### config.mk
export PLATFORM = sky130hd
export DESIGN_NAME = board_uart_rx_flat
export DESIGN_NICKNAME = d
export VERILOG_FILES = /design/src/rtl/board_uart_rx_if.sv /design/src/rtl/board_uart_rx.sv /design/src/flat_wrapper.sv
export SDC_FILE = /design/constraint.sdc
export NUM_CORES = 1
export LEC_CHECK = 0
export BUFFER_PORTS_ARGS = -buffer_cell sky130_fd_sc_hd__buf_2
export CAP_MARGIN = 20
export CORE_MARGIN = 5
export CORE_UTILIZATION = 25
export CTS_CLUSTER_SIZE = 40
export DETAILED_ROUTE_END_ITERATION = 10
export SETUP_SLACK_MARGIN = 0.2
export SKIP_LAST_GASP = 1
export SLEW_MARGIN = 20
export SYNTH_ARGS = -nofsm -noshare
export SYNTH_HDL_FRONTEND = slang
export SYNTH_SLANG_ARGS = --single-unit
### constraint.sdc
create_clock -name clk_in -period 4.6 [get_ports clk_in]
set_input_delay 0.69 -clock clk_in [delete_from_list [all_inputs] [get_ports clk_in]]
set_output_delay 0.69 -clock clk_in [all_outputs]
set_load 0.01 [all_outputs]
### src/rtl/board_uart_rx_if.sv
// Serial-in / packed-board-out bundle for board_uart_rx.
// The slave modport is the receiver's view. The master modport is the line driver and board consumer.
interface board_uart_rx_if;
    logic         rx_in;
    logic [161:0] board_out;
    logic         board_valid;
    logic         frame_err;
    logic         timeout;
    logic         busy;

    modport master (output rx_in, input board_out, board_valid, frame_err, timeout, busy);
    modport slave  (input rx_in, output board_out, board_valid, frame_err, timeout, busy);
endinterface

### src/rtl/board_uart_rx.sv
// board_uart_rx: 8N1 UART receiver that assembles 21 bytes into a packed 9x9 board.
// Byte j carries cells 4j..4j+3. Cell k is placed at board_out[2k+1:2k].
// The last byte contributes only its two low bits, and its pad bits are ignored.
// Optional feature macro: BOARD_RX_TIMEOUT_EN abandons a partial board after
// TIMEOUT_BITS idle bit-times. When the macro is undefined, timeout is tied low.
module board_uart_rx #(
    parameter int CLKS_PER_BIT = 868,
    parameter int NUM_BYTES    = 21,
    parameter int TIMEOUT_BITS = 32
) (
    input  logic            clk_in,
    input  logic            rst_in,
    board_uart_rx_if.slave  bus
);
    localparam int CW = $clog2(CLKS_PER_BIT);
    localparam int SW = 8 * (NUM_BYTES - 1);

    typedef enum logic [2:0] {
        ST_IDLE      = 3'd0,
        ST_START     = 3'd1,
        ST_DATA      = 3'd2,
        ST_STOP      = 3'd3,
        ST_WAIT_HIGH = 3'd4
    } state_t;

    state_t          state_q,   state_d;
    logic [1:0]      rx_sync_q;
    logic            rx_s;
    logic [CW-1:0]   clk_cnt_q, clk_cnt_d;
    logic [2:0]      bit_cnt_q, bit_cnt_d;
    logic [7:0]      shift_q,   shift_d;
    logic [4:0]      byte_cnt_q, byte_cnt_d;
    logic [SW-1:0]   shadow_q,  shadow_d;
    logic [SW+1:0]   board_q,   board_d;
    logic            valid_q,   valid_d;
    logic            ferr_q,    ferr_d;
    logic            busy_q,    busy_d;

`ifdef BOARD_RX_TIMEOUT_EN
    localparam int TO_LIMIT = TIMEOUT_BITS * CLKS_PER_BIT;
    localparam int TW       = $clog2(TO_LIMIT + 1);
    logic [TW-1:0]   idle_cnt_q, idle_cnt_d;
    logic            tout_q,     tout_d;
`endif

    assign rx_s = rx_sync_q[1];

    // State, counters, datapath and registered outputs; reset returns everything to idle.
    always_ff @(posedge clk_in) begin
        if (rst_in) begin
            state_q    <= ST_IDLE;
            rx_sync_q  <= 2'b11;
            clk_cnt_q  <= '0;
            bit_cnt_q  <= 3'd0;
            shift_q    <= 8'd0;
            byte_cnt_q <= 5'd0;
            shadow_q   <= '0;
            board_q    <= '0;
            valid_q    <= 1'b0;
            ferr_q     <= 1'b0;
            busy_q     <= 1'b0;
`ifdef BOARD_RX_TIMEOUT_EN
            idle_cnt_q <= '0;
            tout_q     <= 1'b0;
`endif
        end else begin
            state_q    <= state_d;
            rx_sync_q  <= {rx_sync_q[0], bus.rx_in};
            clk_cnt_q  <= clk_cnt_d;
            bit_cnt_q  <= bit_cnt_d;
            shift_q    <= shift_d;
            byte_cnt_q <= byte_cnt_d;
            shadow_q   <= shadow_d;
            board_q    <= board_d;
            valid_q    <= valid_d;
            ferr_q     <= ferr_d;
            busy_q     <= busy_d;
`ifdef BOARD_RX_TIMEOUT_EN
            idle_cnt_q <= idle_cnt_d;
            tout_q     <= tout_d;
`endif
        end
    end

    // Next-state logic: bit timing, byte assembly, board commit and error handling.
    always_comb begin
        state_d    = state_q;
        clk_cnt_d  = clk_cnt_q;
        bit_cnt_d  = bit_cnt_q;
        shift_d    = shift_q;
        byte_cnt_d = byte_cnt_q;
        shadow_d   = shadow_q;
        board_d    = board_q;
        valid_d    = 1'b0;
        ferr_d     = 1'b0;
`ifdef BOARD_RX_TIMEOUT_EN
        idle_cnt_d = '0;
        tout_d     = 1'b0;
`endif
        case (state_q)
            ST_IDLE: begin
                if (!rx_s) begin
                    state_d   = ST_START;
                    clk_cnt_d = '0;
                end else begin
                    clk_cnt_d = '0;
                end
            end
            ST_START: begin
                if (clk_cnt_q == CW'(CLKS_PER_BIT / 2 - 1)) begin
                    clk_cnt_d = '0;
                    if (rx_s) begin
                        state_d = ST_IDLE;      // glitch, not a real start bit
                    end else begin
                        state_d   = ST_DATA;
                        bit_cnt_d = 3'd0;
                    end
                end else begin
                    clk_cnt_d = clk_cnt_q + CW'(1);
                end
            end
            ST_DATA: begin
                if (clk_cnt_q == CW'(CLKS_PER_BIT - 1)) begin
                    clk_cnt_d = '0;
                    shift_d   = {rx_s, shift_q[7:1]};   // LSB arrives first
                    if (bit_cnt_q == 3'd7) begin
                        state_d = ST_STOP;
                    end else begin
                        bit_cnt_d = bit_cnt_q + 3'd1;
                    end
                end else begin
                    clk_cnt_d = clk_cnt_q + CW'(1);
                end
            end
            ST_STOP: begin
                if (clk_cnt_q == CW'(CLKS_PER_BIT - 1)) begin
                    clk_cnt_d = '0;
                    if (rx_s) begin
                        state_d = ST_IDLE;
                        if (byte_cnt_q == 5'(NUM_BYTES - 1)) begin
                            board_d    = {shift_q[1:0], shadow_q};
                            valid_d    = 1'b1;
                            byte_cnt_d = 5'd0;
                            shadow_d   = '0;
                        end else begin
                            for (int j = 0; j < NUM_BYTES - 1; j++) begin
                                if (byte_cnt_q == 5'(j)) begin
                                    shadow_d[8*j +: 8] = shift_q;
                                end else begin
                                    shadow_d[8*j +: 8] = shadow_d[8*j +: 8];
                                end
                            end
                            byte_cnt_d = byte_cnt_q + 5'd1;
                        end
                    end else begin
                        state_d    = ST_WAIT_HIGH;
                        ferr_d     = 1'b1;
                        byte_cnt_d = 5'd0;
                        shadow_d   = '0;
                    end
                end else begin
                    clk_cnt_d = clk_cnt_q + CW'(1);
                end
            end
            ST_WAIT_HIGH: begin
                if (rx_s) begin
                    state_d = ST_IDLE;      // a stuck-low line must not look like a start bit
                end else begin
                    state_d = ST_WAIT_HIGH;
                end
            end
            default: begin
                state_d = ST_IDLE;
            end
        endcase
`ifdef BOARD_RX_TIMEOUT_EN
        // A start edge takes priority and clears the idle count.
        if ((state_q == ST_IDLE) && rx_s && (byte_cnt_q != 5'd0)) begin
            if (idle_cnt_q == TW'(TO_LIMIT - 1)) begin
                tout_d     = 1'b1;
                byte_cnt_d = 5'd0;
                shadow_d   = '0;
            end else begin
                idle_cnt_d = idle_cnt_q + TW'(1);
            end
        end else begin
            idle_cnt_d = '0;
        end
`endif
        busy_d = (byte_cnt_d != 5'd0) || (state_d != ST_IDLE);
    end

    assign bus.board_out   = board_q;
    assign bus.board_valid = valid_q;
    assign bus.frame_err   = ferr_q;
    assign bus.busy        = busy_q;
`ifdef BOARD_RX_TIMEOUT_EN
    assign bus.timeout     = tout_q;
`else
    assign bus.timeout     = 1'b0;
`endif
endmodule

### src/flat_wrapper.sv
// flat-port wrapper written by rule: the top's interface ports become plain ports
module board_uart_rx_flat 
#(
    parameter int CLKS_PER_BIT = 868,
    parameter int NUM_BYTES    = 21,
    parameter int TIMEOUT_BITS = 32
)
  (clk_in, rst_in, bus_rx_in, bus_board_out, bus_board_valid, bus_frame_err, bus_timeout, bus_busy);
  board_uart_rx_if bus_i ();
  input  logic clk_in;
  input  logic rst_in;
  input wire logic [$bits(bus_i.rx_in)-1:0] bus_rx_in;
  output wire logic [$bits(bus_i.board_out)-1:0] bus_board_out;
  output wire logic [$bits(bus_i.board_valid)-1:0] bus_board_valid;
  output wire logic [$bits(bus_i.frame_err)-1:0] bus_frame_err;
  output wire logic [$bits(bus_i.timeout)-1:0] bus_timeout;
  output wire logic [$bits(bus_i.busy)-1:0] bus_busy;
  assign bus_i.rx_in = bus_rx_in;
  assign bus_board_out = bus_i.board_out;
  assign bus_board_valid = bus_i.board_valid;
  assign bus_frame_err = bus_i.frame_err;
  assign bus_timeout = bus_i.timeout;
  assign bus_busy = bus_i.busy;
  board_uart_rx #(.CLKS_PER_BIT(CLKS_PER_BIT), .NUM_BYTES(NUM_BYTES), .TIMEOUT_BITS(TIMEOUT_BITS)) u_core (.clk_in(clk_in), .rst_in(rst_in), .bus(bus_i));
endmodule
==> run_results.csv <==
group,metric,value,unit
critical_path,timing.rr.start,"u_core.byte_cnt_q[0]",
worst_hold_path,hold_depth,2,
worst_hold_path,hold_path_class,"in2reg",
sta,setup_tns,0,ns
synth,ys_warn_count,0,
global_route,grt_pass1_wl,56900,µm
clock_tree,cts_root_buf,"clkbuf_16",
power_and_ir_drop,powerDensity,406,nW/µm²
synth,synth_area_leaders,"dfxtp_1 (54%), mux2i_1 (13%), nand2_1 (9.6%), a21oi_1 (6.7%), nor2_1 (5.3%)",
routing,vias,10300,
global_route,grt_max_degree,130,
outcome,status,"completed",
clock_tree,hold_buffers,0,
sta,fmax,319,MHz
sta,rsz0062_at_grt,"no",
synth,yosysTopAreaCell,"dfxtp_1",
cells_and_area,post-route-util,30.5,%
critical_path,crit_slowest_cell,"o21ai_2",
power_and_ir_drop,leakage,6.31,nW
synth,yosysUniqueCellTypes,52,
critical_path,path_cells,"inv_1 > ha_1 > nand4b_1 > nand2_1 > o21ai_2 > mux2i_1 > nor2_1",
clock_tree,clockBufferDepth,3,
power_and_ir_drop,pwr-share-clk,51.4,%
flow_run,maxCapViolCount,0,
global_route,grt_pass1_vias,9976,
floorplan,die_x,240,µm
synth,synth_top_area_share,53.7,%
global_route,gr-total-overflow,0,
floorplan,io_pins,169,
critical_path,critPathMaxStageDelay,0.78,ns
critical_path,ff2ff_setup_slack,1.46,ns
floorplan,initial_core_util,25.3,%
sta,slew_violations,0,
routing,wirelength,36800,µm
power_and_ir_drop,peakVddDrop,0.212,mV
synth,synth_edf_count,0,
place,portBuffers,167,
sta,min_period,3.14,ns
clock_tree,clk_latency,0.57,ns
critical_path,crit_type,"reg2reg",
routing,drt-initial-drc-count,617,
routing,drc_errors,0,
critical_path,cp-end-kind,"flop",
clock_tree,cts.sinks,356,
routing,viasPerCell,4.46,
cells_and_area,fin_nets,1601,
routing,wl_per_cell,15.9,µm
routing,dr.pass1.iters,5,
clock_tree,cts_resized,0,
critical_path,cp_max_fo,17,
cells_and_area,fillers,5509,
power_and_ir_drop,seq_power_share,47.5,%
critical_path,r2r-end,"u_core.shadow_q[60]",
sta,finalHoldViolations,0,
clock_tree,htreeDepth,2,
sta,finalCritPeriodShare,68.2,%
critical_path,rr_worst_depth,7,
routing,ant_nets,0,
clock_tree,clkTransAtPathRegs,0.07,ns
global_route,antenna_found_initial,0,
synth,ys_ff_latch,356,
synth,synth_area,13300,µm²
synth,synth_fp_nets,1491,
synth,syn-instance-count,1480,
critical_path,critPathLaunchType,"flop",
clock_tree,cts_tree,"yes",
sta,setup_slack,1.46,ns
floorplan,core_area,52600,µm²
global_route,track_usage,12.4,%
synth,synth-main-ff-cell,"dfxtp_1",
power_and_ir_drop,pwr-share-comb,1.1,%
sta,finalSetupViolCount,0,
cells_and_area,antenna_cells,0,
cells_and_area,drive_above_1_share,17.1,%
synth,ys_async_sr_fraction,0,%
place,dpl_cell_area,14600,µm²
place,gp_congestion,0.767,
floorplan,rows,84,
power_and_ir_drop,swShare,21.6,%
floorplan,die_h,240,µm
power_and_ir_drop,switchingPower,1.40,mW
power_and_ir_drop,p_int,5.10,mW
sta,slew_headroom,29.9,%
clock_tree,cts_made_buffers,41,
place,preCtsSetupSlack,1.46,ns
clock_tree,cts_setup_buffers,0,
critical_path,cp.arrival,3.55,ns
floorplan,fp.dieArea,57800,µm²
place,hpwl,22400,µm
worst_hold_path,holdCritStartpoint,"bus_rx_in",
power_and_ir_drop,p_total,6.50,mW
sta,worst_pin_slew,1.05,ns
cells_and_area,fin_area,16000,µm²
sta,finClkSkew,0.0231,ns
synth,ys_seq_area_share,53.7,%
worst_hold_path,worst_hold_path.endpoint,"u_core.rx_sync_q[0]",
synth,syn_avg_cell_area,8.97,µm²
critical_path,worstPathRequired,5.02,ns
cells_and_area,syn_to_final_growth,20.7,%
-- area by class of cell --
cell class / instances / area [µm²] / area share, %
Multi-Input combinational cell: 1010 / 5690 / 35.5
Timing Repair Buffer: 174 / 923 / 5.76
Inverter: 7 / 26.3 / 0.164
Tap cell: 688 / 861 / 5.37
Clock buffer: 55 / 1150 / 7.17
Clock inverter: 21 / 248 / 1.55
Sequential cell: 356 / 7130 / 44.5
-- flip-flops by register name, summed over array words and instances (netlist names) --
| name | count |
|---|---|
| u_core.bit_cnt_q | 3 |
| u_core.bus.board_out | 162 |
| u_core.bus.board_valid | 1 |
| u_core.bus.busy | 1 |
| u_core.bus.frame_err | 1 |
| u_core.byte_cnt_q | 5 |
| u_core.clk_cnt_q | 10 |
| u_core.rx_sync_q | 2 |
| u_core.shadow_q | 160 |
| u_core.shift_q | 8 |
| u_core.state_q | 3 |
-- worst max-delay path: cells and delay by family, from the launching register on --
family	cells	cell delay, ns
and+or+nand+nor	3	1.07
AOI/OAI and AO/OA	1	0.78
DFF	1	0.48
muxes	1	0.27
adders and majority gates	1	0.26
buffers and inverters	1	0.11
-- cells in the mapped netlist, types with 3 or more instances --
cell type and instances:
nand3_1 13, o21ai_0 4, mux2i_1 168, nand4_1 7, a21oi_1 178, xor2_1 5
o21ai_2 8, o211ai_1 3, nand2_1 338, buf_4 3, clkbuf_1 78, nor2_1 188
nand2b_1 6, nor2b_1 4, ha_1 8, dfxtp_1 356, and3_1 11, buf_2 25
nand4b_1 5, nor3_1 5, a21oi_4 11, and3b_1 5, or3_1 5, inv_1 7
o22ai_1 3
-- logic make-up (layout without fill, tap and decap cells) --
family	after synthesis	count (layout)	share of synthesized area, %
AO/OA/AOI/OAI	219	219	9.75
XOR/XNOR	6	6	0.396
adder cells (fa/ha/maj)	8	8	0.754
buffers and inverters	114	257	3.55
flip-flops	356	356	53.7
multiplexers	169	169	12.8
other	1	1	0.0283
AND/OR/NAND/NOR	607	607	19.1
-- metrics by stage --
stage	instances	hold WS (ns)
after floorplan	1480	0.389
after global placement	2235	0.399
after detailed placement	2235	0.403
after CTS	2311	0.317
after global routing	2311	0.314
final	2311	0.359
-- power by group through the flow --
| stage | clock network (mW) | registers, mW | logic, mW |
|---|---|---|---|
| final | 3.34 | 3.09 | 0.0698 |
| after detailed placement | 0 | 3.16 | 0.0711 |
| after global placement | 0 | 3.16 | 0.0703 |
| after global routing | 3.61 | 3.09 | 0.0772 |
| after CTS | 3.48 | 3.09 | 0.0711 |
| after floorplan | 0 | 3.16 | 0.0566 |
-- worst max path at each step --
stage | end | slack, ns | start | depth (start not counted)
after floorplan | u_core.shadow_q[136] | 2.48 | u_core.byte_cnt_q[0] | 8
after global placement | u_core.shadow_q[92] | 1.62 | u_core.byte_cnt_q[0] | 7
after detailed placement | u_core.shadow_q[89] | 1.46 | u_core.byte_cnt_q[0] | 7
after CTS | u_core.shadow_q[94] | 1.45 | u_core.byte_cnt_q[0] | 7
after global routing | u_core.shadow_q[92] | 1.16 | u_core.byte_cnt_q[0] | 7
final | u_core.shadow_q[60] | 1.46 | u_core.byte_cnt_q[0] | 7
-- layer usage --
layer	GRT usage, %	vias to the layer above	share of wire (%)
met1	16.7	4903	46
li1	-	5143	-
met4	3.61	0	2.4
met5	0	-	0
met3	2.81	50	4.8
met2	20.0	218	46
-- cells in the final DEF, fill, tap and decap left out, types with 4 or more instances in the layout --
cell type	netlist	routed
clkbuf_16	0	41
or3_1	5	4
inv_1	7	7
nand2b_1	6	6
a21oi_1	178	178
nand4b_1	5	5
nand2_1	338	338
nand4_1	7	7
bufinv_16	0	4
nor2b_1	4	4
clkbuf_1	78	7
ha_1	8	8
and3_2	0	8
buf_4	3	5
mux2i_1	168	168
clkbuf_8	0	7
buf_2	25	166
nand3_1	13	13
xor2_1	5	5
clkinv_2	0	8
inv_6	0	4
nor2_1	188	188
nor3_1	5	5
a21oi_4	11	11
o21ai_2	8	8
and3b_1	5	5
dfxtp_1	356	356
o21ai_0	4	4
Note: power is estimated with default switching activity, not from simulation.
